$ cat src/rtl/mult_arb_pkg.sv
// Shared constants and FSM encoding for mult_job_arbiter: peripheral register map,
// init command word and controller states.
package mult_arb_pkg;

  localparam logic [3:0] A_ADDR    = 4'h0;
  localparam logic [3:0] B_ADDR    = 4'h2;
  localparam logic [3:0] INIT_ADDR = 4'h4;
  localparam logic [3:0] LO_ADDR   = 4'h6;
  localparam logic [3:0] HI_ADDR   = 4'h8;
  localparam logic [3:0] STAT_ADDR = 4'hA;

  localparam logic [15:0] INIT_CMD = 16'h0001;

  typedef enum logic [2:0] {
    StIdle,
    StWrA,
    StWrB,
    StWrInit,
    StPoll,
    StRdLo,
    StRdHi,
    StResp
  } state_e;

endpackage

$ cat src/rtl/mult_job_arbiter_if.sv
// Memory-mapped multiplier peripheral port, seen from the bus master (controller)
// and from the peripheral (slave).
interface mult_job_arbiter_if;

  logic [15:0] mul_d_in;
  logic [3:0]  mul_addr;
  logic        mul_cs;
  logic        mul_rd;
  logic        mul_wr;
  logic [15:0] mul_d_out;

  modport master (
    output mul_d_in, mul_addr, mul_cs, mul_rd, mul_wr,
    input  mul_d_out
  );

  modport slave (
    input  mul_d_in, mul_addr, mul_cs, mul_rd, mul_wr,
    output mul_d_out
  );

endinterface

$ cat src/rtl/rr_arbiter.sv
// Combinational round-robin pick: search starts one past last_grant_i and wraps
// modulo NREQ; returns the winner as one-hot and as an index.
module rr_arbiter #(
  parameter  int unsigned NREQ = 2,
  localparam int unsigned IdxW = (NREQ > 1) ? $clog2(NREQ) : 1
) (
  input  logic [NREQ-1:0] req_i,
  input  logic [IdxW-1:0] last_grant_i,
  output logic [NREQ-1:0] grant_o,
  output logic [IdxW-1:0] idx_o
);

  logic [IdxW:0]   sum;
  logic [IdxW-1:0] cand;
  logic            found;

  always_comb begin
    grant_o = '0;
    idx_o   = '0;
    found   = 1'b0;
    sum     = '0;
    cand    = '0;
    for (int unsigned i = 1; i <= NREQ; i++) begin
      // last_grant_i < NREQ and i <= NREQ, so one subtraction wraps the sum
      sum = {1'b0, last_grant_i} + (IdxW + 1)'(i);
      if (sum >= (IdxW + 1)'(NREQ)) begin
        sum = sum - (IdxW + 1)'(NREQ);
      end
      cand = sum[IdxW-1:0];
      if (!found && req_i[cand]) begin
        found         = 1'b1;
        grant_o[cand] = 1'b1;
        idx_o         = cand;
      end
    end
  end

endmodule

$ cat src/rtl/mult_job_arbiter.sv
// Shares one memory-mapped multiplier among NREQ requesters: round-robin grant, then
// write A/B/init, poll done, read product halves, ack. MULT_ARB_TIMEOUT_EN bounds polling.
module mult_job_arbiter
  import mult_arb_pkg::*;
#(
  parameter int unsigned NREQ     = 2,
  parameter int unsigned POLL_MAX = 255
) (
  input  logic                 clk,
  input  logic                 rst,
  input  logic [NREQ-1:0]      req,
  input  logic [16*NREQ-1:0]   a_in,
  input  logic [16*NREQ-1:0]   b_in,
  output logic [NREQ-1:0]      ack,
  output logic [31:0]          result,
  output logic                 err,
  output logic                 busy,
  mult_job_arbiter_if.master   bus
);

  localparam int unsigned IdxW = (NREQ > 1) ? $clog2(NREQ) : 1;

  state_e          state_q, state_d;
  logic            phase_q, phase_d;
  logic [IdxW-1:0] grant_q, grant_d;
  logic [NREQ-1:0] grant_oh_q, grant_oh_d;
  logic [IdxW-1:0] last_grant_q, last_grant_d;
  logic [15:0]     a_q, a_d;
  logic [15:0]     b_q, b_d;
  logic [15:0]     lo_q, lo_d;
  logic [31:0]     result_q, result_d;

  logic [NREQ-1:0] arb_gnt;
  logic [IdxW-1:0] arb_idx;

`ifdef MULT_ARB_TIMEOUT_EN
  localparam int unsigned PcW = $clog2(POLL_MAX + 1);
  logic [PcW-1:0] poll_cnt_q, poll_cnt_d;
  logic           tmo_q, tmo_d;
`endif

  rr_arbiter #(
    .NREQ (NREQ)
  ) u_rr_arbiter (
    .req_i        (req),
    .last_grant_i (last_grant_q),
    .grant_o      (arb_gnt),
    .idx_o        (arb_idx)
  );

  always_ff @(posedge clk or negedge rst) begin
    if (!rst) begin
      state_q      <= StIdle;
      phase_q      <= 1'b0;
      grant_q      <= '0;
      grant_oh_q   <= '0;
      last_grant_q <= IdxW'(NREQ - 1);
      a_q          <= '0;
      b_q          <= '0;
      lo_q         <= '0;
      result_q     <= '0;
`ifdef MULT_ARB_TIMEOUT_EN
      poll_cnt_q   <= '0;
      tmo_q        <= 1'b0;
`endif
    end else begin
      state_q      <= state_d;
      phase_q      <= phase_d;
      grant_q      <= grant_d;
      grant_oh_q   <= grant_oh_d;
      last_grant_q <= last_grant_d;
      a_q          <= a_d;
      b_q          <= b_d;
      lo_q         <= lo_d;
      result_q     <= result_d;
`ifdef MULT_ARB_TIMEOUT_EN
      poll_cnt_q   <= poll_cnt_d;
      tmo_q        <= tmo_d;
`endif
    end
  end

  always_comb begin
    state_d      = state_q;
    phase_d      = phase_q;
    grant_d      = grant_q;
    grant_oh_d   = grant_oh_q;
    last_grant_d = last_grant_q;
    a_d          = a_q;
    b_d          = b_q;
    lo_d         = lo_q;
    result_d     = result_q;
`ifdef MULT_ARB_TIMEOUT_EN
    poll_cnt_d   = poll_cnt_q;
    tmo_d        = tmo_q;
`endif
    unique case (state_q)
      StIdle: begin
        if (|req) begin
          grant_d    = arb_idx;
          grant_oh_d = arb_gnt;
          a_d        = a_in[arb_idx*16 +: 16];
          b_d        = b_in[arb_idx*16 +: 16];
          phase_d    = 1'b0;
          state_d    = StWrA;
`ifdef MULT_ARB_TIMEOUT_EN
          poll_cnt_d = '0;
          tmo_d      = 1'b0;
`endif
        end
      end
      StWrA: begin
        phase_d = ~phase_q;
        if (phase_q) state_d = StWrB;
      end
      StWrB: begin
        phase_d = ~phase_q;
        if (phase_q) state_d = StWrInit;
      end
      StWrInit: begin
        phase_d = ~phase_q;
        if (phase_q) state_d = StPoll;
      end
      StPoll: begin
        phase_d = ~phase_q;
        if (phase_q) begin
          if (bus.mul_d_out[0]) begin
            state_d = StRdLo;
          end
`ifdef MULT_ARB_TIMEOUT_EN
          else if (poll_cnt_q == PcW'(POLL_MAX - 1)) begin
            // Give up: ack with a zero product and flag the timeout
            state_d  = StResp;
            tmo_d    = 1'b1;
            result_d = '0;
          end else begin
            poll_cnt_d = poll_cnt_q + 1'b1;
          end
`endif
        end
      end
      StRdLo: begin
        phase_d = ~phase_q;
        if (phase_q) begin
          lo_d    = bus.mul_d_out;
          state_d = StRdHi;
        end
      end
      StRdHi: begin
        phase_d = ~phase_q;
        if (phase_q) begin
          result_d = {bus.mul_d_out, lo_q};
          state_d  = StResp;
        end
      end
      StResp: begin
        last_grant_d = grant_q;
        state_d      = StIdle;
      end
      default: state_d = StIdle;
    endcase
  end

  // Writes strobe only in phase 0; reads hold addr/cs/rd through both phases
  always_comb begin
    bus.mul_d_in = '0;
    bus.mul_addr = '0;
    bus.mul_cs   = 1'b0;
    bus.mul_rd   = 1'b0;
    bus.mul_wr   = 1'b0;
    unique case (state_q)
      StWrA: if (!phase_q) begin
        bus.mul_addr = A_ADDR;
        bus.mul_d_in = a_q;
        bus.mul_cs   = 1'b1;
        bus.mul_wr   = 1'b1;
      end
      StWrB: if (!phase_q) begin
        bus.mul_addr = B_ADDR;
        bus.mul_d_in = b_q;
        bus.mul_cs   = 1'b1;
        bus.mul_wr   = 1'b1;
      end
      StWrInit: if (!phase_q) begin
        bus.mul_addr = INIT_ADDR;
        bus.mul_d_in = INIT_CMD;
        bus.mul_cs   = 1'b1;
        bus.mul_wr   = 1'b1;
      end
      StPoll: begin
        bus.mul_addr = STAT_ADDR;
        bus.mul_cs   = 1'b1;
        bus.mul_rd   = 1'b1;
      end
      StRdLo: begin
        bus.mul_addr = LO_ADDR;
        bus.mul_cs   = 1'b1;
        bus.mul_rd   = 1'b1;
      end
      StRdHi: begin
        bus.mul_addr = HI_ADDR;
        bus.mul_cs   = 1'b1;
        bus.mul_rd   = 1'b1;
      end
      default: ;
    endcase
  end

  always_comb begin
    ack    = (state_q == StResp) ? grant_oh_q : '0;
    busy   = (state_q != StIdle);
    result = result_q;
`ifdef MULT_ARB_TIMEOUT_EN
    err    = (state_q == StResp) && tmo_q;
`else
    err    = 1'b0;
`endif
  end

endmodule

$ cat src/flat_wrapper.sv
// flat-port wrapper written by rule: the top's interface ports become plain ports
module mult_job_arbiter_flat import mult_arb_pkg::*;
#(
  parameter int unsigned NREQ     = 2,
  parameter int unsigned POLL_MAX = 255
)
  (clk, rst, req, a_in, b_in, ack, result, err, busy, bus_mul_d_in, bus_mul_addr, bus_mul_cs, bus_mul_rd, bus_mul_wr, bus_mul_d_out);
  mult_job_arbiter_if bus_i ();
  input  logic clk;
  input  logic rst;
  input  logic [NREQ-1:0] req;
  input  logic [16*NREQ-1:0] a_in;
  input  logic [16*NREQ-1:0] b_in;
  output logic [NREQ-1:0] ack;
  output logic [31:0] result;
  output logic err;
  output logic busy;
  output wire logic [$bits(bus_i.mul_d_in)-1:0] bus_mul_d_in;
  output wire logic [$bits(bus_i.mul_addr)-1:0] bus_mul_addr;
  output wire logic [$bits(bus_i.mul_cs)-1:0] bus_mul_cs;
  output wire logic [$bits(bus_i.mul_rd)-1:0] bus_mul_rd;
  output wire logic [$bits(bus_i.mul_wr)-1:0] bus_mul_wr;
  input wire logic [$bits(bus_i.mul_d_out)-1:0] bus_mul_d_out;
  assign bus_mul_d_in = bus_i.mul_d_in;
  assign bus_mul_addr = bus_i.mul_addr;
  assign bus_mul_cs = bus_i.mul_cs;
  assign bus_mul_rd = bus_i.mul_rd;
  assign bus_mul_wr = bus_i.mul_wr;
  assign bus_i.mul_d_out = bus_mul_d_out;
  mult_job_arbiter #(.NREQ(NREQ), .POLL_MAX(POLL_MAX)) u_core (.clk(clk), .rst(rst), .req(req), .a_in(a_in), .b_in(b_in), .ack(ack), .result(result), .err(err), .busy(busy), .bus(bus_i));
endmodule
$ cat config.mk
export PLATFORM = sky130hd
export DESIGN_NAME = mult_job_arbiter_flat
export DESIGN_NICKNAME = d
export VERILOG_FILES = /design/src/rtl/mult_arb_pkg.sv /design/src/rtl/mult_job_arbiter_if.sv /design/src/rtl/rr_arbiter.sv /design/src/rtl/mult_job_arbiter.sv /design/src/flat_wrapper.sv
export SDC_FILE = /design/constraint.sdc
export NUM_CORES = 1
export LEC_CHECK = 0
export CAP_MARGIN = 30
export CORE_MARGIN = 3
export CORE_UTILIZATION = 49
export CTS_CLUSTER_DIAMETER = 80
export DETAILED_ROUTE_END_ITERATION = 6
export MAX_ROUTING_LAYER = met4
export PLACE_DENSITY = 0.86
export SLEW_MARGIN = 20
export SYNTH_ARGS = -nofsm -noshare
export SYNTH_HDL_FRONTEND = slang
export SYNTH_HIERARCHICAL = 1
export SYNTH_SLANG_ARGS = --single-unit
$ cat constraint.sdc
create_clock -name clk -period 3.2 [get_ports clk]
set_input_delay 0.8 -clock clk [delete_from_list [all_inputs] [get_ports clk]]
set_output_delay 0.8 -clock clk [all_outputs]
set_load 0.03 [all_outputs]
==> impl_results.md <==
- Starting DRT DRC Count: 110
- Slew Limit Fails: 0
- CORE AREA: 7890 um2
- Vias in the first global route: 3,137
- Max Cap Viol: 0
- Drc violations: 0
- Area grow syn2layout: 43.8%
- RSZ-0062 raised after global routing: false
- Crit Path Class: register to output pin
- Top FF cell, synth: dfrtp_1
- Top post-synthesis cells by area: dfrtp_1, mux2_1, mux2i_1, a21oi_1, nor2_1
- DRT Pass-1 Iters: 4
- Port bufs: 140
- Peak supply drop: ~0.0006 V
- Max Freq: 333 MHz
- Clock Latency Late Sink: 0.35 ns
- N_diodes: 0
- Sequential cell area fraction in the yosys report: 0.541
- Area of the multi-input gates: 1730 um2
- Register Area: 2200 um2
- Number of synthesized flops with an enable pin: 0
- Post-synth ARST share: 1.00
- Area post-placement: roughly 5600 um2
- Die W: 97.2 um
- CTS hold repair buffers: 0
- Worst setup EP type: output pin
- Die Y: 97.2 um
- Synth Register Bits: 88
- First-pass GRT wire length: 16,200 um
- Most frequent cells in the layout: clkdlybuf4s50_1, dfrtp_1, mux2_1
- Final setup violation count: 0
- Final period util: 0.940
- Most common cell after layout, fill and taps aside: clkdlybuf4s50_1
- Fin nets: 555
- PD cells: 998 nW/um2
- RePlAce Congestion: 0.873
- CTS buffer count: 9
- Post-CTS setup buffer count: 0
- Ratio of cells with drive above 1 in the final layout: 0.0996
- GRT Resource Usage Total: 0.217
- Post-route cell area: between 5000 and 6000 um2
- Outcome: complete, no violations
- H-tree level count: 3
- Critical path fanouts, max: 10
- Critical Path RT: ~2.4 ns
- Clock tree root driver cell: clkbuf_8
- Initial antenna violation count: 0
- Largest area contributor in the netlist: dfrtp_1
- CTS tree: done
- Clock sinks: 88
- Leakage power: 0.00271 uW
- Post-synthesis instance total: 334
- Worst clock skew: approximately 0.011 ns
- Drt total wl: roughly 9600 um
- Post-route minimum period: 3.01 ns
- Hpwl dp: 6930 um
- Initial Util: 0.517
- Class of the worst hold path: input pin to async pin
- Fillers: between 500 and 600
- Pin count of the biggest net entering global routing: 68
- Clk slew on worst S/H paths: approximately 0.10 ns
- Worst Path Arrival: 2.21 ns
- Via count: a little over 3,000
- Gr ovfl total: 0
- Synth Area per Inst: 12.2 um2
- Antenna Violating Nets Remaining: 0
- CP Launch Type: register
- Fin util: 0.743
- Bufs on Longest Clock Path: 2
- Post-route setup TNS: 0 ns
- Yosys Warn Count: 6
- Share of the synthesized area in the top cell type: 0.534
- # IOs: roughly 140
- Hold Slack: 0.408 ns
- Via density: about 5.3
- Endpoints failing hold: 0
- Routed len/inst: between 15 and 20 um
- Row cnt: 32
- Die area: 9450 um2
- Synth cell types: 37
- Synthesized cell area: about 4000 um2
-- where the power goes --
part	switching [uW]	internal, uW
Combinational	1600	1330
Sequential	307	1680
Clock	399	527
Total	2310	3540
-- critical path, cell delays in order (launching register included) --
cell and delay (ns):
dfrtp_1 0.42, inv_1 0.09, ha_1 0.15, buf_4 0.18, nor3_2 0.08, nor2_1 0.10
nor2_1 0.04, a21oi_1 0.12, clkdlybuf4s50_1 0.68
-- Yosys cell counts, types with 3 or more instances --
cell type	count
dfrtp_1	87
mux2_1	43
nor2_1	39
a21oi_1	34
mux2i_1	32
buf_2	16
a22o_1	15
mux2_2	10
buf_4	8
nand2_1	5
ha_1	4
inv_1	4
nor3_1	4
nand2b_1	3
-- per-layer routing --
| layer | share of wire | track usage |
|---|---|---|
| met5 | 0 | - |
| met4 | 0.012 | 0.0650 |
| met3 | 0.087 | 0.0704 |
| met2 | 0.45 | 0.322 |
| met1 | 0.45 | 0.288 |
-- registers in the layout (all words and copies together), names as in the netlist --
signal,cells
u_core/result,32
u_core/state_q,3
u_core/b_q,16
u_core/lo_q,16
u_core/phase_q,1
u_core/last_grant_q,1
u_core/grant_oh_q,2
u_core/a_q,16
u_core/grant_q,1
-- path summary, 6_finish.rpt --
check | from | end | depth (start not counted) | slack (ns)
max in group asynchronous | rst | u_core/last_grant_q | 2 | 2.13
worst max register to register | u_core/state_q[0] | u_core/grant_q | 6 | 1.21
worst max-delay path | u_core/state_q[1] | bus_mul_cs | 8 | 0.19
worst min register to register | u_core/lo_q[6] | u_core/result[6] | 1 | 0.49
worst min-delay path | rst | u_core/result[3] | 1 | 0.41
min in group clk | u_core/lo_q[6] | u_core/result[6] | 1 | 0.49
-- layout make-up --
class | count | area share
Clock buffer | 9 | 0.0211
Multi-Input combinational cell | 216 | 0.295
Tap cell | 102 | 0.0218
Inverter | 4 | 0.00256
Timing Repair Buffer | 148 | 0.263
Sequential cell | 88 | 0.376
Clock inverter | 7 | 0.0211
-- timing repair --
item                       in CTS  in global routing
setup endpoints to repair      16                 17
hold endpoints to repair        0                  0
resized for setup               3                 17
gates cloned                    0                  0
-- kinds of logic (layout without fill, tap and decap cells) --
logic type      count (synthesis)  count (layout)  synth area share
compound gates                 64              64             0.106
simple gates                   60              60            0.0675
other cells                     1               2          0.000920
flops                          88              88             0.541
fa+ha+maj                       4               4            0.0123
mux                            86              86             0.229
buf+inv                        31             168            0.0445
-- per-stage QoR --
stage	cells	worst slack, ns	power (uW)
after detailed placement	558	0.353	4960
final	574	0.193	5850
after global placement	557	0.407	4850
after global routing	574	0.0118	6240
after CTS	574	0.0627	5910
after floorplan	335	0.854	3840
Note: power is estimated with default switching activity, not from simulation.
